File: src/rtl/dispatch_queue.sv
// Dispatch queue: buffers fetched instructions in a small circular queue and
// issues the head entry (with resolved operands) to the ROB, RS, LSB and
// register-rename stage through one set of registered strobes and payload.

`ifndef OPE_WIDTH
`define OPE_WIDTH 6
`endif
`ifndef NON_DEPENDENT
`define NON_DEPENDENT 0
`endif
`ifndef EMPTY_INS
`define EMPTY_INS (`OPE_WIDTH'(0))
`define LB        (`OPE_WIDTH'(1))
`define LH        (`OPE_WIDTH'(2))
`define LW        (`OPE_WIDTH'(3))
`define LBU       (`OPE_WIDTH'(4))
`define LHU       (`OPE_WIDTH'(5))
`define SB        (`OPE_WIDTH'(6))
`define SH        (`OPE_WIDTH'(7))
`define SW        (`OPE_WIDTH'(8))
`define BEQ       (`OPE_WIDTH'(9))
`define BNE       (`OPE_WIDTH'(10))
`define BLT       (`OPE_WIDTH'(11))
`define BGE       (`OPE_WIDTH'(12))
`define BLTU      (`OPE_WIDTH'(13))
`define BGEU      (`OPE_WIDTH'(14))
`define ADD       (`OPE_WIDTH'(15))
`define ADDI      (`OPE_WIDTH'(16))
`define JAL       (`OPE_WIDTH'(17))
`endif

module dispatch_queue #(
    parameter int DEPTH  = 4,
    parameter int ROB_W  = 4,
    parameter int DATA_W = 32
) (
    input  logic                   clk,
    input  logic                   rst,
    input  logic                   rdy,
    input  logic                   if_valid,
    input  logic [31:0]            if_ins,
    input  logic [DATA_W-1:0]      if_pc,
    input  logic [DATA_W-1:0]      if_pred_pc,
    input  logic                   if_pred_jump,
    output logic                   if_ready,
    output logic [31:0]            dec_code,
    output logic [DATA_W-1:0]      dec_pc,
    input  logic [`OPE_WIDTH-1:0]  dec_type,
    input  logic [5:0]             dec_rd,
    input  logic [5:0]             dec_rs1,
    input  logic [5:0]             dec_rs2,
    input  logic [DATA_W-1:0]      dec_imm,
    output logic [5:0]             reg_rs1,
    output logic [5:0]             reg_rs2,
    input  logic [DATA_W-1:0]      reg_Vj,
    input  logic [DATA_W-1:0]      reg_Vk,
    input  logic [ROB_W-1:0]       reg_Qj,
    input  logic [ROB_W-1:0]       reg_Qk,
    output logic [ROB_W-1:0]       rob_Qj,
    output logic [ROB_W-1:0]       rob_Qk,
    input  logic [DATA_W-1:0]      rob_Vj,
    input  logic [DATA_W-1:0]      rob_Vk,
    input  logic                   rob_Qj_ready,
    input  logic                   rob_Qk_ready,
    input  logic                   cdb_rs_en,
    input  logic [ROB_W-1:0]       cdb_rs_id,
    input  logic [DATA_W-1:0]      cdb_rs_val,
    input  logic                   cdb_lsb_en,
    input  logic [ROB_W-1:0]       cdb_lsb_id,
    input  logic [DATA_W-1:0]      cdb_lsb_val,
    input  logic                   rob_full,
    input  logic                   rs_full,
    input  logic                   lsb_full,
    input  logic [ROB_W-1:0]       rob_tail_id,
    input  logic                   mispredict,
    output logic                   to_rob_en,
    output logic                   to_rs_en,
    output logic                   to_lsb_en,
    output logic                   to_reg_en,
    output logic [DATA_W-1:0]      issue_Vj,
    output logic [DATA_W-1:0]      issue_Vk,
    output logic [ROB_W-1:0]       issue_Qj,
    output logic [ROB_W-1:0]       issue_Qk,
    output logic [`OPE_WIDTH-1:0]  issue_type,
    output logic [DATA_W-1:0]      issue_imm,
    output logic [DATA_W-1:0]      issue_pc,
    output logic [DATA_W-1:0]      issue_pred_pc,
    output logic                   issue_pred_jump,
    output logic [5:0]             issue_rd,
    output logic [31:0]            issue_code,
    output logic [ROB_W-1:0]       issue_rob_id
);

    localparam int PTR_W = $clog2(DEPTH);
    localparam int CNT_W = PTR_W + 1;
    localparam logic [ROB_W-1:0] NO_DEP = ROB_W'(`NON_DEPENDENT);

    logic [31:0]       ins_mem     [DEPTH];
    logic [DATA_W-1:0] pc_mem      [DEPTH];
    logic [DATA_W-1:0] pred_pc_mem [DEPTH];
    logic              pred_j_mem  [DEPTH];

    logic [PTR_W-1:0]  head;
    logic [PTR_W-1:0]  tail;
    logic [CNT_W-1:0]  count;

    logic is_empty_ins, is_mem, is_store, is_branch, dest_ok;
    logic do_enq, do_deq, do_issue;
    logic rs_hit_j, rs_hit_k, lsb_hit_j, lsb_hit_k;
    logic [DATA_W-1:0] op_Vj, op_Vk;
    logic [ROB_W-1:0]  op_Qj, op_Qk;

    assign dec_code = ins_mem[head];
    assign dec_pc   = pc_mem[head];
    assign reg_rs1  = dec_rs1;
    assign reg_rs2  = dec_rs2;
    assign rob_Qj   = reg_Qj;
    assign rob_Qk   = reg_Qk;

    assign is_empty_ins = (dec_type == `EMPTY_INS);
    assign is_mem       = (dec_type >= `LB)  && (dec_type <= `SW);
    assign is_store     = (dec_type >= `SB)  && (dec_type <= `SW);
    assign is_branch    = (dec_type >= `BEQ) && (dec_type <= `BGEU);
    assign dest_ok      = is_mem ? !lsb_full : !rs_full;

    assign if_ready = (count < CNT_W'(DEPTH)) && !mispredict;
    assign do_enq   = if_valid && if_ready && rdy;
    assign do_deq   = (count != '0) && rdy && !mispredict &&
                      (is_empty_ins || (!rob_full && dest_ok));
    assign do_issue = do_deq && !is_empty_ins;

    assign rs_hit_j  = cdb_rs_en  && (cdb_rs_id  == reg_Qj);
    assign rs_hit_k  = cdb_rs_en  && (cdb_rs_id  == reg_Qk);
    assign lsb_hit_j = cdb_lsb_en && (cdb_lsb_id == reg_Qj);
    assign lsb_hit_k = cdb_lsb_en && (cdb_lsb_id == reg_Qk);

    // Resolve source operands: register value, then same-cycle CDB bypass
    // (LSB bus wins over RS bus), then a value already finished in the ROB.
    always_comb begin
        op_Qj = reg_Qj;
        op_Qk = reg_Qk;
        if (reg_Qj == NO_DEP || rob_Qj_ready || rs_hit_j || lsb_hit_j) op_Qj = NO_DEP;
        if (reg_Qk == NO_DEP || rob_Qk_ready || rs_hit_k || lsb_hit_k) op_Qk = NO_DEP;

        if (reg_Qj == NO_DEP)  op_Vj = reg_Vj;
        else if (lsb_hit_j)    op_Vj = cdb_lsb_val;
        else if (rs_hit_j)     op_Vj = cdb_rs_val;
        else if (rob_Qj_ready) op_Vj = rob_Vj;
        else                   op_Vj = '0;

        if (reg_Qk == NO_DEP)  op_Vk = reg_Vk;
        else if (lsb_hit_k)    op_Vk = cdb_lsb_val;
        else if (rs_hit_k)     op_Vk = cdb_rs_val;
        else if (rob_Qk_ready) op_Vk = rob_Vk;
        else                   op_Vk = '0;
    end

    // Queue storage is written at the tail slot whenever an entry is accepted.
    always_ff @(posedge clk) begin
        if (rst && do_enq) begin
            ins_mem[tail]     <= if_ins;
            pc_mem[tail]      <= if_pc;
            pred_pc_mem[tail] <= if_pred_pc;
            pred_j_mem[tail]  <= if_pred_jump;
        end
    end

    // Pointer/count bookkeeping plus the registered issue strobes and payload.
    always_ff @(posedge clk) begin
        if (!rst) begin
            head            <= '0;
            tail            <= '0;
            count           <= '0;
            to_rob_en       <= 1'b0;
            to_rs_en        <= 1'b0;
            to_lsb_en       <= 1'b0;
            to_reg_en       <= 1'b0;
            issue_Vj        <= '0;
            issue_Vk        <= '0;
            issue_Qj        <= '0;
            issue_Qk        <= '0;
            issue_type      <= '0;
            issue_imm       <= '0;
            issue_pc        <= '0;
            issue_pred_pc   <= '0;
            issue_pred_jump <= 1'b0;
            issue_rd        <= '0;
            issue_code      <= '0;
            issue_rob_id    <= '0;
        end else if (rdy) begin
            if (mispredict) begin
                head      <= '0;
                tail      <= '0;
                count     <= '0;
                to_rob_en <= 1'b0;
                to_rs_en  <= 1'b0;
                to_lsb_en <= 1'b0;
                to_reg_en <= 1'b0;
            end else begin
                if (do_enq) tail <= tail + PTR_W'(1);
                if (do_deq) head <= head + PTR_W'(1);
                if (do_enq && !do_deq)      count <= count + CNT_W'(1);
                else if (!do_enq && do_deq) count <= count - CNT_W'(1);

                to_rob_en <= do_issue;
                to_lsb_en <= do_issue && is_mem;
                to_rs_en  <= do_issue && !is_mem;
                to_reg_en <= do_issue && !is_store && !is_branch;

                if (do_issue) begin
                    issue_Vj        <= op_Vj;
                    issue_Vk        <= op_Vk;
                    issue_Qj        <= op_Qj;
                    issue_Qk        <= op_Qk;
                    issue_type      <= dec_type;
                    issue_imm       <= dec_imm;
                    issue_pc        <= pc_mem[head];
                    issue_pred_pc   <= pred_pc_mem[head];
                    issue_pred_jump <= pred_j_mem[head];
                    issue_rd        <= dec_rd;
                    issue_code      <= ins_mem[head];
                    issue_rob_id    <= rob_tail_id;
                end
            end
        end
    end

endmodule

File: config.mk
export PLATFORM = sky130hd
export DESIGN_NAME = dispatch_queue
export DESIGN_NICKNAME = d
export VERILOG_FILES = /design/src/rtl/dispatch_queue.sv
export SDC_FILE = /design/constraint.sdc
export NUM_CORES = 1
export LEC_CHECK = 0
export BUFFER_PORTS_ARGS = -buffer_cell sky130_fd_sc_hd__buf_2
export CORE_AREA = 2 2 267 269
export DETAILED_ROUTE_END_ITERATION = 6
export DIE_AREA = 0 0 269 271
export PLACE_DENSITY_LB_ADDON = 0.05
export SETUP_SLACK_MARGIN = 0.02
export SYNTH_ARGS = -nofsm -noshare
export SYNTH_HDL_FRONTEND = slang
export SYNTH_SLANG_ARGS = --single-unit
File: constraint.sdc
create_clock -name clk -period 3.9 [get_ports clk]
set_input_delay 0 -clock clk [delete_from_list [all_inputs] [get_ports clk]]
set_output_delay 0 -clock clk [all_outputs]
set_load 0.02 [all_outputs]
Word level (Yosys, flattened, before mapping)
Memories as Yosys holds them, arrays and structs flattened. A register that Yosys moved wholly into a read port is not among the register bits.
Index checks and enable logic that the tools add are counted.
W data, S select, Z words.
{"block": "totals", "mem_bits_rw": 388, "output_inout_bits": 306, "wordCells": 116, "register_bits": 195, "mem_count": 4, "input_bits": 377}
{"memory": "ins_mem", "words": 4, "width": 32, "rd": 1, "rd_clocked_by_memory_dff": 1, "write_ports": 1, "line": "98", "text": "logic [31:0] ins_mem [DEPTH];"}
{"memory": "pc_mem", "words": 4, "width": 32, "rd": 1, "rd_clocked_by_memory_dff": 1, "write_ports": 1, "line": "99", "text": "logic [DATA_W-1:0] pc_mem [DEPTH];"}
{"memory": "pred_pc_mem", "words": 4, "width": 32, "rd": 1, "rd_clocked_by_memory_dff": 1, "write_ports": 1, "line": "100", "text": "logic [DATA_W-1:0] pred_pc_mem [DEPTH];"}
{"memory": "pred_j_mem", "words": 4, "width": 1, "rd": 1, "rd_clocked_by_memory_dff": 1, "write_ports": 1, "line": "101", "text": "logic pred_j_mem [DEPTH];"}
{"block": "classes", "n_eq_ne": 4, "n_lt_le_gt_ge": 6, "n_addsub": 4, "mux": 28, "n_reduce_logical": 52, "n_bitwise": 1}
{"cell": "$mux W32", "n": 8}
{"cell": "$logic_and A1 B1 Y1", "n": 22}
{"cell": "$eq A4 B4 Y1", "n": 4}
{"cell": "$mux W2", "n": 8}
{"cell": "$le A6 B4 Y1 const B", "n": 2}
{"cell": "$logic_not A1 Y1", "n": 12}
{"cell": "$mux W3", "n": 3}
{"cell": "$logic_not A4 Y1", "n": 2}
{"cell": "$mux W4", "n": 2}
{"cell": "$logic_or A1 B1 Y1", "n": 7}
{"cell": "$mux W1", "n": 7}
{"cell": "$ge A6 B1 Y1 const B", "n": 1}
{"cell": "$ge A6 B3 Y1 const B", "n": 1}
{"cell": "$ge A6 B4 Y1 const B", "n": 1}
{"cell": "$logic_not A6 Y1", "n": 1}
{"cell": "$reduce_and A2 Y1", "n": 3}
{"cell": "$reduce_bool A3 Y1", "n": 2}
{"cell": "$add A2 B1 Y2 const B", "n": 2}
{"cell": "$reduce_bool A2 Y1", "n": 2}
{"cell": "$add A3 B1 Y3 const B", "n": 1}
{"cell": "$lt A3 B3 Y1 const B", "n": 1}
{"cell": "$reduce_and A3 Y1", "n": 1}
{"cell": "$sub A3 B1 Y3 const B", "n": 1}
{"cell": "$not A1 Y1", "n": 1}

Logic depth before layout (Yosys ltp)
Gate-level depths: netlist of the first run.
{"block": "depth", "depth_word": 10, "depth_mapped": 11, "depth_no_buf": 9}

Worst setup path after synthesis of the first run
Ideal clock, no wire load.
{"block": "synth_path", "path_type": "register to register", "startpoint": "reg count[2]", "endpoint": "mem ins_mem[1][0], enable pin", "required_ns": 3.433, "slack_ns": 0.291, "n_path_buf": 1, "arrival_time_ns": 3.142, "stages_incl_launch_ff": 5, "path_cell_list": "dfxtp_1 -> nand2b_1 -> clkbuf_1 -> nor3_1 -> and2_1"}
{"block": "synth_between", "elab_chain_len": 7}
{"element": "start, declared", "line": "105", "text": "logic [CNT_W-1:0] count;"}
{"element": "start signal, assigned", "line": "202", "text": "if (do_enq && !do_deq) count <= count + CNT_W'(1);"}
{"element": "start signal, assigned", "line": "203", "text": "else if (!do_enq && do_deq) count <= count - CNT_W'(1);"}
{"element": "$lt A3 B3 Y1", "line": "126", "text": "assign if_ready = (count < CNT_W'(DEPTH)) && !mispredict;"}
{"element": "$logic_and A1 B1 Y1", "line": "126"}
{"element": "$logic_and A1 B1 Y1 (2 in series)", "line": "127", "text": "assign do_enq = if_valid && if_ready && rdy;"}
{"element": "$logic_and A1 B1 Y1", "line": "160", "text": "if (rst && do_enq) begin"}
{"element": "$mux W1", "line": "160"}
{"element": "$mux W1 (implied by the code)", "line": "161", "text": "ins_mem[tail] <= if_ins;"}
{"element": "end, declared", "line": "98"}
Every way passes these cells.

Final worst setup path of the first run
{"block": "layout_path", "startpoint": "in dec_type[4]", "endpoint": "reg issue_Vj[0]"}
{"block": "layout_between", "elab_chain_len": 8, "word_cells_on_any_way": 11, "cone_classes": "2 x order compare; 1 x mux; 8 x reduce/logical"}
{"element": "start, declared", "line": "48", "text": "input logic [`OPE_WIDTH-1:0] dec_type,"}
{"element": "$ge A6 B1 Y1 (no source line) / $le A6 B4 Y1 (equally long branches)"}
{"element": "$logic_and A1 B1 Y1", "line": "121", "text": "assign is_mem = (dec_type >= `LB) && (dec_type <= `SW);"}
{"element": "$mux W1", "line": "124", "text": "assign dest_ok = is_mem ? !lsb_full : !rs_full;"}
{"element": "$logic_and A1 B1 Y1", "line": "129", "text": "(is_empty_ins || (!rob_full && dest_ok));"}
{"element": "$logic_or A1 B1 Y1", "line": "129"}
{"element": "$logic_and A1 B1 Y1", "line": "128", "text": "assign do_deq = (count != '0) && rdy && !mispredict &&"}
{"element": "$logic_and A1 B1 Y1 *", "line": "130", "text": "assign do_issue = do_deq && !is_empty_ins;"}
{"element": "$reduce_and A3 Y1 (no source line) *"}
{"element": "end signal, assigned", "line": "211", "text": "issue_Vj <= op_Vj;"}
{"element": "end, declared", "line": "80", "text": "output logic [DATA_W-1:0] issue_Vj,"}
Every way passes the cells marked *; elsewhere a longest branch is shown, timed or not.
A chain may end at the register's enable or synchronous reset.

==> results of run 1 <==
[synthesized netlist by cell type (4+ instances only)]
library cell / count
a21boi_0: 8
nor3_1: 8
xnor2_1: 5
a21oi_1: 289
edfxtp_1: 388
o21ai_0: 86
buf_2: 59
and2_1: 10
dfxtp_1: 230
xor2_1: 12
and3_1: 65
nand4_1: 9
buf_1: 5
nand2_1: 136
ha_1: 4
clkbuf_1: 132
buf_4: 25
o31ai_1: 65
a31oi_1: 65
mux4_2: 97
inv_1: 39
nor2_1: 9
buf_6: 10
o21ai_1: 70
a311oi_1: 65
nand3_1: 144
[worst max path at each step]
stage,startpoint,to,depth (start not counted)
2_1_floorplan,count[2]$_SDFFE_PN0P_,ins_mem[1][0]$_DFFE_PP_,4
3_3_place_gp,count[2]$_SDFFE_PN0P_,issue_Vj[0]$_SDFFE_PN0P_,5
3_5_place_dp,dec_type[5],issue_Vj[30]$_SDFFE_PN0P_,7
4_1_cts,dec_type[4],issue_Vj[24]$_SDFFE_PN0P_,9
5_1_grt,dec_type[4],issue_Vj[3]$_SDFFE_PN0P_,9
6_report,dec_type[4],issue_Vj[0]$_SDFFE_PN0P_,9
[through the flow]
stage,worst slack (ns),total power [mW]
floorplan,0.291,7.78
CTS,0.694,15.2
global placement,1.31,8.28
global route,0.472,15.6
finish,0.632,15.1
detailed placement,1.21,8.30
[sequential cells by signal, summed over array words and instances, names as in the netlist, 2 cells and up, named ones only]
signal         cells
issue_pc          32
issue_Qj           4
pc_mem           128
count              3
ins_mem          128
issue_code        32
issue_type         6
pred_j_mem         4
tail               2
issue_Vk          32
issue_rd           6
head               2
issue_rob_id       4
issue_imm         32
issue_Qk           4
pred_pc_mem      128
issue_pred_pc     32
issue_Vj          32
[where the power goes]
part           switching [mW]  internal [mW]  leakage, nW
registers              0.0288           6.99         5.35
clock network            2.71           3.99         1.15
logic                   0.841          0.517         6.76
total                    3.58           11.5         13.3
[critical path, stage by stage]
cell and delay [ns]:
dlygate4sd3_1 0.61, buf_2 0.20, nor4_4 0.38, mux2_4 0.25, a221o_4 0.84, buf_12 0.40, a21oi_1 0.15, a311oi_1 0.33
dlygate4sd3_1 0.60
[cells in the final DEF (no fill, tap or decap), types with 9 or more instances in the layout]
cell type	count
dlygate4sd3_1	287
nand3_1	144
nand4_1	9
buf_4	27
o21ai_1	70
clkbuf_1	19
o21ai_0	86
xor2_1	12
clkbuf_16	77
dfxtp_1	227
buf_2	658
and3_1	65
a21oi_1	289
buf_12	11
diode_2	14
mux4_2	97
clkinv_1	9
nand2_1	136
o31ai_1	65
inv_1	39
clkinv_2	12
a311oi_1	65
a31oi_1	65
edfxtp_1	388
[kinds of logic after synthesis]
kind of cell | after synthesis | synth area share
and+or+nand+nor | 405 | 0.0781
DFF | 618 | 0.628
xor gates and xnor gates | 17 | 0.00575
muxes | 98 | 0.0850
buffers and inverters | 272 | 0.0490
adders and majority gates | 5 | 0.00271
AOI/OAI and AO/OA | 667 | 0.151
[metal layers]
layer,share of wire,up-vias,track usage
met5,0.00040,-,0
met4,0.041,6,0.120
met3,0.074,190,0.0572
met2,0.50,948,0.429
met1,0.39,10800,0.306
li1,-,9662,-
[layout make-up]
| class | instances | area share |
|---|---|---|
| clock buffer | 102 | 0.0594 |
| tap | 940 | 0.0336 |
| timing repair buffer | 983 | 0.188 |
| antenna | 14 | 0.00100 |
| multi-input combinational | 1192 | 0.241 |
| clock inverter | 31 | 0.00775 |
| inverter | 40 | 0.00450 |
| sequential | 618 | 0.464 |
==> impl_results.md, run 1 <==
- Post-CTS Resized: 0
- Non-filler instance count after layout: 3920
- Placed cell areas: 29800 um2
- Via count: 21.7k
- FF-to-FF path depth: 6
- Share of cells above drive strength 1: 0.311
- Die X: 269 um
- Starting density of the core: 0.371
- Synthesis-to-finish area growth: 35.3%
- Hold Path Class: in2out
- GRT overflow: 0
- Synth unique cells: 57
- Critical Path AT: 3.81 ns
- Pins Over Slew Limit: 0
- Post-layout nets: 3289
- Fin area: 35000 um2
- Number of global-route vias before repair: 22.1k
- Clock Skew: 0.0178 ns
- Setup Buffers After CTS: 0
- Routed wire length: 95500 um
- Worst-Skew Late Latency: 0.60 ns
- Fillers: 6368
- Critical R2R Launch: count[2]$_SDFFE_PN0P_
- Max clock buf depth: 3
- Rel. slew slack: 0.0918
- Final period util: 0.838
- Max-cap viol count: 0
- TritonCTS clock tree: done
- Seq/Total Area, Yosys: 0.628
- # hold bufs at CTS: 287
- Routed Antenna Nets: 0
- Final Core Density: 0.502
- Via density: 5.52
- Critical path type: in2reg
- Peak Freq: 306 MHz
- Synth area leader: edfxtp_1
- Die H: 271 um
- Synth area leaders: edfxtp_1 45%, dfxtp_1 18%, mux4_2 8.4%, a21oi_1 5.6%, nand3_1 2.8%
- Worst endpoint required time: 4.44 ns
- Clk root buf: clkbuf_16
- Hold endpoint: reg_rs2[1]
- Register area: 16300 um2
- Final setup viols: 0
- R2r setup slk: 0.72 ns
- Status: completed
- Dpl hpwl: 60700 um
- Number of flops mapped to enable cells by yosys: 388
- Fin Hold WS: 0.00000650 ns
- Die area: 72900 um2
- FF+latch count, synth: 618
- Worst slew pin tran: 1.36 ns
- Top-Level Pins: 683
- CP endpoint kind: flop
- Setup crit start kind: input port
- Multi-input gate area in the final layout: 8440 um2
- GRT Total Usage: 0.254
- Post-Syn Instances: 2082
- Setup_tns: 0 ns
- P per Cell Area: 431 nW/um2
- H-tree depth: 3
- Synthesized cell area: 25900 um2
- HP Start: dec_rs2[1]
- RSZ-0062 raised after global routing: no
- Remaining DRCs: 0
- Mean Syn Cell Area: 12.4 um2
- Hold path cells: 0
- Endpoints failing hold: 0
- Row cnt: 97
- Ys Warns: 0
- Clock tree sinks: 618
- Reg2reg end: issue_Vj[16]$_SDFFE_PN0P_
- Post-synth top area share: 0.450
- Clock transition at path regs: 0.06 ns
- Cts bufs inserted: 72
- First-pass GRT wire length: 140000 um
- Cells after DPL: 3486
- Leakage: 13.3 nW
- Initial antenna violation count: 16
- Ys flop type: edfxtp_1
- Port Buffer Count: 658
- Post-synthesis async set-or-reset flop share: 0
- Iter 0 DRT Violations: 1968
- Crit path time final: 3.27 ns
- 1st-pass router iterations: 6
- Core area: 69800 um2
- CP Max Fanout: 76
- Worst VDD drop: 0.000342 V
- Final GP Congestion: 0.879
- Syn Nets: 2464
- Drt wl/cell: 24.4 um
- Largest net degree at the start of global routing: 217
(Power assumes the default switching activity.)
==> run 2: changes to the inputs <==
clock period = 3.04 ns   (was 3.9 ns; I/O delays follow)
==> impl_results.md, run 2 (same netlist as run 1, synthesis figures left out) <==
- Final GP Congestion: 0.884 (was 0.879)
- RSZ-0062 raised after global routing: no (unchanged)
- Hold Path Class: in2out (unchanged)
- Setup_tns: 0 ns (unchanged)
- Worst-Skew Late Latency: 0.62 ns (was 0.60 ns)
- Clk root buf: clkbuf_16 (unchanged)
- Met2 usage: 0.429 (about the same)
- Non-filler instance count after layout: 3937 (was 3920)
- M3 GR Usage: 0.0550 (was 0.0572)
- Power share of the sequential group: 0.469 (was 0.465)
- Worst VDD drop: 0.000402 V (was 0.000342 V)
- Status: completed (unchanged)
- Cells after DPL: 3507 (was 3486)
- Synthesis-to-finish area growth: 36.2% (was 35.3%)
- Iter 0 DRT Violations: 1905 (was 1968)
- Crit path time final: 2.91 ns
- First-pass GRT wire length: 137000 um (was 140000 um)
- Clock transition at path regs: 0.06 ns (about the same)
- Most frequent cells in the layout: 658 x buf_2, 388 x edfxtp_1, 289 x a21oi_1, 287 x dlygate4sd3_1, 227 x dfxtp_1 (unchanged)
- Die H: 271 um (unchanged)
- Critical Path AT: 3.47 ns (was 3.81 ns)
- Most common cell after layout, fill and taps aside: buf_2 (unchanged)
- Die X: 269 um (unchanged)
- Largest net degree at the start of global routing: 155 (was 217)
- Register area: 16300 um2 (about the same)
- Endpoints failing hold: 0 (unchanged)
- Core area: 69800 um2 (unchanged)
- Pins Over Slew Limit: 0 (unchanged)
- Dpl hpwl: 61400 um (was 60700 um)
- Final setup viols: 0 (unchanged)
- P_sw: 4.65 mW (was 3.58 mW)
- 1st-pass router iterations: 6 (unchanged)
- Fin Hold WS: 0.00000652 ns (was 0.00000650 ns)
- Number of global-route vias before repair: 21.7k (was 22.1k)
- Routed Antenna Nets: 0 (unchanged)
- TritonCTS clock tree: done (unchanged)
- Clock tree sinks: 618 (unchanged)
- Via count: 21.7k (about the same)
- Starting density of the core: 0.371 (unchanged)
- Clk network pwr share: 0.439 (was 0.445)
- Setup crit start kind: input port (unchanged)
- Via density: 5.51 (was 5.52)
- Peak Freq: 343 MHz
- Worst endpoint required time: 3.59 ns (was 4.44 ns)
- CP endpoint kind: flop (unchanged)
- Switching portion of total power: 0.242 (was 0.238)
- Comb pwr share: 0.092 (was 0.090)
- Rel. slew slack: 0.263 (was 0.0918)
- Final period util: 0.959
- Top-Level Pins: 683 (unchanged)
- P per Cell Area: 545 nW/um2 (was 431 nW/um2)
- Clock Skew: 0.0257 ns (was 0.0178 ns)
- Critical path type: in2reg (unchanged)
- Post-layout nets: 3311 (was 3289)
- Max-cap viol count: 0 (unchanged)
- Remaining DRCs: 0 (unchanged)
- Initial antenna violation count: 17 (was 16)
- Regs by FF count: ins_mem (128), pc_mem (128), pred_pc_mem (128) (unchanged)
- Row cnt: 97 (unchanged)
- H-tree depth: 3 (unchanged)
- Cts bufs inserted: 71 (was 72)
- GRT overflow: 0 (unchanged)
- Fillers: 6261 (was 6368)
- GR Util met1: 0.305 (was 0.306)
- Die area: 72900 um2 (unchanged)
- Internal power: 14.6 mW (was 11.5 mW)
- Drt wl/cell: 24.0 um (was 24.4 um)
- Routed wire length: 94600 um (was 95500 um)
- Multi-input gate area in the final layout: 8470 um2 (was 8440 um2)
- Max clock buf depth: 3 (unchanged)
- Placed cell areas: 30000 um2 (was 29800 um2)
- Port Buffer Count: 658 (unchanged)
- Gr busiest metal: met2 (unchanged)
- Worst slew pin tran: 1.11 ns (was 1.36 ns)
- Share of cells above drive strength 1: 0.317 (was 0.311)
- Leakage: 13.4 nW (was 13.3 nW)
- Fin area: 35200 um2 (was 35000 um2)
- CP Max Fanout: 65 (was 76)
- GRT Total Usage: 0.249 (was 0.254)
run 2: cell types whose count changed in the layout (fill, tap and decap cells not counted), moves of 2 or more:
cell / change
buf_4: +11
buf_12: +9
clkbuf_16: -5
diode_2: -5
clkbuf_1: -3
clkbuf_8: -3
inv_6: +3
a221o_2: +2
clkinv_1: +2
clkinv_2: +2
run 2: path summary, 6_finish.rpt:
| kind | from | slack [ns] | cells after the start | endpoint |
|---|---|---|---|---|
| hold / removal | dec_rs2[4] | 0.000007 | 0 | reg_rs2[4] |
| setup / recovery | dec_type[0] | 0.13 | 9 | issue_Vk[18]$_SDFFE_PN0P_ |
| hold reg to reg | to_rs_en$_SDFFE_PN0P_ | 0.47 | 2 | to_rs_en$_SDFFE_PN0P_ |
| setup reg to reg | count[2]$_SDFFE_PN0P_ | 0.22 | 6 | issue_Vk[18]$_SDFFE_PN0P_ |
run 2: power groups by stage:
stage	registers, mW	logic, mW	clock network [mW]
floorplan	9.22	0.755	0
global placement	9.18	1.45	0
detailed placement	9.18	1.47	0
CTS	9.00	1.74	8.66
global route	9.00	1.88	8.99
finish	9.00	1.76	8.44
run 2: timing repair:
action | CTS | global route
hold endpoints to repair | 521 | 0
hold buffers | 287 | 0
setup buffers | 0 | 0
gates resized for setup | 0 | 3
setup endpoints to repair | 0 | 32
run 2: area by class of cell:
class | count | share of cell area
Timing Repair Buffer | 1004 | 0.195
Inverter | 40 | 0.00447
Tap cell | 940 | 0.0334
Clock inverter | 41 | 0.0111
Clock buffer | 91 | 0.0540
Multi-Input combinational cell | 1194 | 0.240
Sequential cell | 618 | 0.461
Antenna cell | 9 | 0.000639
run 2: metal layers:
layer	up-vias	routed length, um	part of all wire
met2	948	47700	0.50
met4	16	2540	0.027
met1	10900	37100	0.39
met3	153	7210	0.076
li1	9717	-	-
met5	-	91	0.00096
run 2: worst max-delay path: stages:
cell,delay [ns]
dlygate4sd3_1,0.53
buf_2,0.15
nor3_2,0.43
mux2_4,0.41
a221oi_4,0.37
nor2_4,0.03
buf_4,0.31
a311oi_1,0.41
dlygate4sd3_1,0.62
run 2: through the flow:
step	util	power [mW]	setup WS [ns]
after floorplan	-	9.98	0.498
after global placement	0.430	10.6	0.550
after detailed placement	0.430	10.6	0.478
after CTS	0.504	19.4	0.0645
after global routing	0.505	19.9	0.0832
final	0.505	19.2	0.125
==> run 3: changes to the inputs <==
ABC_AREA = 1   (was unset)
CORE_AREA = 2 2 265 267   (was 2 2 267 269)
DIE_AREA = 0 0 267 269   (was 0 0 269 271)
==> impl_results.md, run 3 <==
- Most frequent cells after synthesis: 631 x nor2_1, 388 x edfxtp_1, 343 x o21ai_0 (was 388 x edfxtp_1, 289 x a21oi_1, 230 x dfxtp_1)
- Final period util: 0.946 (was 0.959)
- Mean Syn Cell Area: 9.59 um2 (was 12.4 um2)
- Most frequent cells in the layout: 658 x buf_2, 627 x nor2_1, 388 x edfxtp_1, 343 x o21ai_0, 320 x nand2_1 (was 658 x buf_2, 388 x edfxtp_1, 289 x a21oi_1, 287 x dlygate4sd3_1, 227 x dfxtp_1)
- GRT Total Usage: 0.244 (was 0.249)
- Post-synth top area share: 0.458 (was 0.450)
- Post-synthesis async set-or-reset flop share: 0 (unchanged)
- Most common cell after layout, fill and taps aside: buf_2 (unchanged)
- Synth area leader: edfxtp_1 (unchanged)
- Worst endpoint required time: 3.55 ns (was 3.59 ns)
- Post-layout nets: 3888 (was 3311)
- Worst-Skew Late Latency: 0.62 ns (about the same)
- Drt wl/cell: 20.3 um (was 24.0 um)
- Leakage: 14.0 nW (was 13.4 nW)
- Max clock buf depth: 3 (unchanged)
- Clock Skew: 0.0416 ns (was 0.0257 ns)
- Setup crit start kind: input port (unchanged)
- Share of cells above drive strength 1: 0.234 (was 0.317)
- Rel. slew slack: 0.398 (was 0.263)
- Top-count cell post-synth: nor2_1 (was edfxtp_1)
- Ys Warns: 0 (unchanged)
- Post-Syn Instances: 2651 (was 2082)
- Status: completed (unchanged)
- Final GP Congestion: 0.894 (was 0.884)
- Post-CTS Resized: 0 (unchanged)
- Clk network pwr share: 0.435 (was 0.439)
- Core area: 69300 um2 (was 69800 um2)
- Via density: 5.00 (was 5.51)
- Placed cell areas: 29500 um2 (was 30000 um2)
- Regs by FF count: ins_mem (128), pc_mem (128), pred_pc_mem (128) (unchanged)
- Largest net degree at the start of global routing: 114 (was 155)
- Seq/Total Area, Yosys: 0.639 (was 0.628)
- Max-cap viol count: 0 (unchanged)
- Pins Over Slew Limit: 0 (unchanged)
- Hold Path Class: in2out (unchanged)
- Syn Nets: 3033 (was 2464)
- Initial antenna violation count: 34 (was 17)
- Worst VDD drop: 0.000423 V (was 0.000402 V)
- Die area: 71800 um2 (was 72900 um2)
- P_sw: 4.65 mW (about the same)
- P per Cell Area: 550 nW/um2 (was 545 nW/um2)
- Number of global-route vias before repair: 21.3k (was 21.7k)
- Iter 0 DRT Violations: 1547 (was 1905)
- Clk root buf: clkbuf_16 (unchanged)
- Synthesis-to-finish area growth: 36.6% (was 36.2%)
- Clock tree sinks: 618 (unchanged)
- Buf/Inv on CP: 6 (was 4)
- Ys flop type: edfxtp_1 (unchanged)
- Worst path max stage delay: 0.60 ns (was 0.62 ns)
- Clock transition at path regs: 0.06 ns (about the same)
- Synth unique cells: 37 (was 57)
- Die H: 269 um (was 271 um)
- Worst slew pin tran: 0.902 ns (was 1.11 ns)
- Die X: 267 um (was 269 um)
- Row cnt: 97 (unchanged)
- # hold bufs at CTS: 287 (unchanged)
- Port Buffer Count: 658 (unchanged)
- Routed Antenna Nets: 0 (unchanged)
- Critical Path AT: 3.38 ns (was 3.47 ns)
- Routed wire length: 91800 um (was 94600 um)
- CP endpoint kind: flop (unchanged)
- First-pass GRT wire length: 132000 um (was 137000 um)
- Fin area: 34700 um2 (was 35200 um2)
- Starting density of the core: 0.367 (was 0.371)
- 1st-pass router iterations: 5 (was 6)
- Critical path's slowest cell: dlygate4sd3_1 (unchanged)
- Final setup viols: 0 (unchanged)
- H-tree depth: 3 (unchanged)
- Synth area leaders: edfxtp_1 46%, dfxtp_1 18%, nor2_1 9.3%, o21ai_0 6.7%, nand2_1 4.7% (was edfxtp_1 45%, dfxtp_1 18%, mux4_2 8.4%, a21oi_1 5.6%, nand3_1 2.8%)
- Comb pwr share: 0.092 (about the same)
- Dpl hpwl: 59900 um (was 61400 um)
- Cts bufs inserted: 70 (was 71)
- CP top delay family: buffers and inverters (unchanged)
- Final Core Density: 0.501 (was 0.505)
- Number of flops mapped to enable cells by yosys: 388 (unchanged)
- Most used cell, CP: nand3_1 (was dlygate4sd3_1)
- RSZ-0062 raised after global routing: no (unchanged)
- Switching portion of total power: 0.244 (was 0.242)
- CP Cell Sequence: dlygate4sd3_1, buf_2, nor2_1, nand3_1, nand3_1, nand3_1, nand2_2, nand3_4, clkinv_8, buf_4, nand3_1, dlygate4sd3_1, nand2_1, inv_1 (was dlygate4sd3_1, buf_2, nor3_2, mux2_4, a221oi_4, nor2_4, buf_4, a311oi_1, dlygate4sd3_1)
- CP Max Fanout: 85 (was 65)
- Setup Buffers After CTS: 0 (unchanged)
- FF+latch count, synth: 618 (unchanged)
- Synthesized cell area: 25400 um2 (was 25900 um2)
- GRT overflow: 0 (unchanged)
- Power share of the sequential group: 0.474 (was 0.469)
- Critical path type: in2reg (unchanged)
- Endpoints failing hold: 0 (unchanged)
- TritonCTS clock tree: done (unchanged)
- Top-Level Pins: 683 (unchanged)
- Internal power: 14.5 mW (was 14.6 mW)
- Peak Freq: 348 MHz (was 343 MHz)
- Remaining DRCs: 0 (unchanged)
- Via count: 22.6k (was 21.7k)
- Crit path time final: 2.88 ns (was 2.91 ns)
[run 3: per-layer routing]
layer / part of all wire / up-vias / global-route usage
li1: - / 10700 / -
met1: 0.41 / 10900 / 0.302
met2: 0.48 / 815 / 0.405
met3: 0.068 / 220 / 0.0577
met4: 0.045 / 14 / 0.111
met5: 0.00098 / - / 0
[run 3: power groups by stage]
stage / sequential (mW) / combinational [mW] / clock, mW
floorplan: 9.27 / 0.744 / 0
global placement: 9.22 / 1.47 / 0
detailed placement: 9.22 / 1.48 / 0
CTS: 9.04 / 1.76 / 8.52
global route: 9.05 / 1.90 / 8.83
finish: 9.05 / 1.75 / 8.30
[run 3: kinds of logic (layout without fill, tap and decap cells)]
kind of cell / after synthesis / count (layout) / synth area share
AND/OR/NAND/NOR: 1102 / 1102 / 0.171
flip-flops: 618 / 618 / 0.639
AO/OA/AOI/OAI: 583 / 583 / 0.125
buffers and inverters: 341 / 1254 / 0.0613
adder cells (fa/ha/maj): 5 / 5 / 0.00276
XOR/XNOR: 2 / 2 / 0.000689
other: 0 / 21 / 0
[run 3: through the flow]
stage | hold WS [ns] | std cells | worst slack, ns | setup TNS, ns | total power, mW
finish | 0.0000230 | 4525 | 0.164 | 0 | 19.1
global route | 0.0000519 | 4522 | 0.0555 | 0 | 19.8
CTS | 0.000173 | 4504 | 0.296 | 0 | 19.3
detailed placement | 0.000173 | 4087 | 0.747 | 0 | 10.7
global placement | 0.000173 | 4087 | 0.761 | 0 | 10.7
floorplan | 0.0749 | 2651 | -0.773 | -299.91 | 10.0
[run 3: worst paths after layout]
check	from	to	slack (ns)	cells past startpoint
max	dec_type[1]	issue_Vj[24]$_SDFFE_PN0P_	0.16	14
min	dec_rs1[0]	reg_rs1[0]	0.00002	0
max reg2reg	count[0]$_SDFFE_PN0P_	issue_Vj[24]$_SDFFE_PN0P_	0.40	9
min reg2reg	issue_code[1]$_SDFFE_PN0P_	issue_code[1]$_SDFFE_PN0P_	0.46	2
[run 3: layout make-up]
cell class	count	area, um2
multi-input cells	1692	7670
clock buffers	96	1960
repair buffers	987	6760
well taps	940	1180
clock inverters	34	327
fillers	6555	34600
inverters	137	531
flip-flops and latches	618	16300
diodes	21	52.6
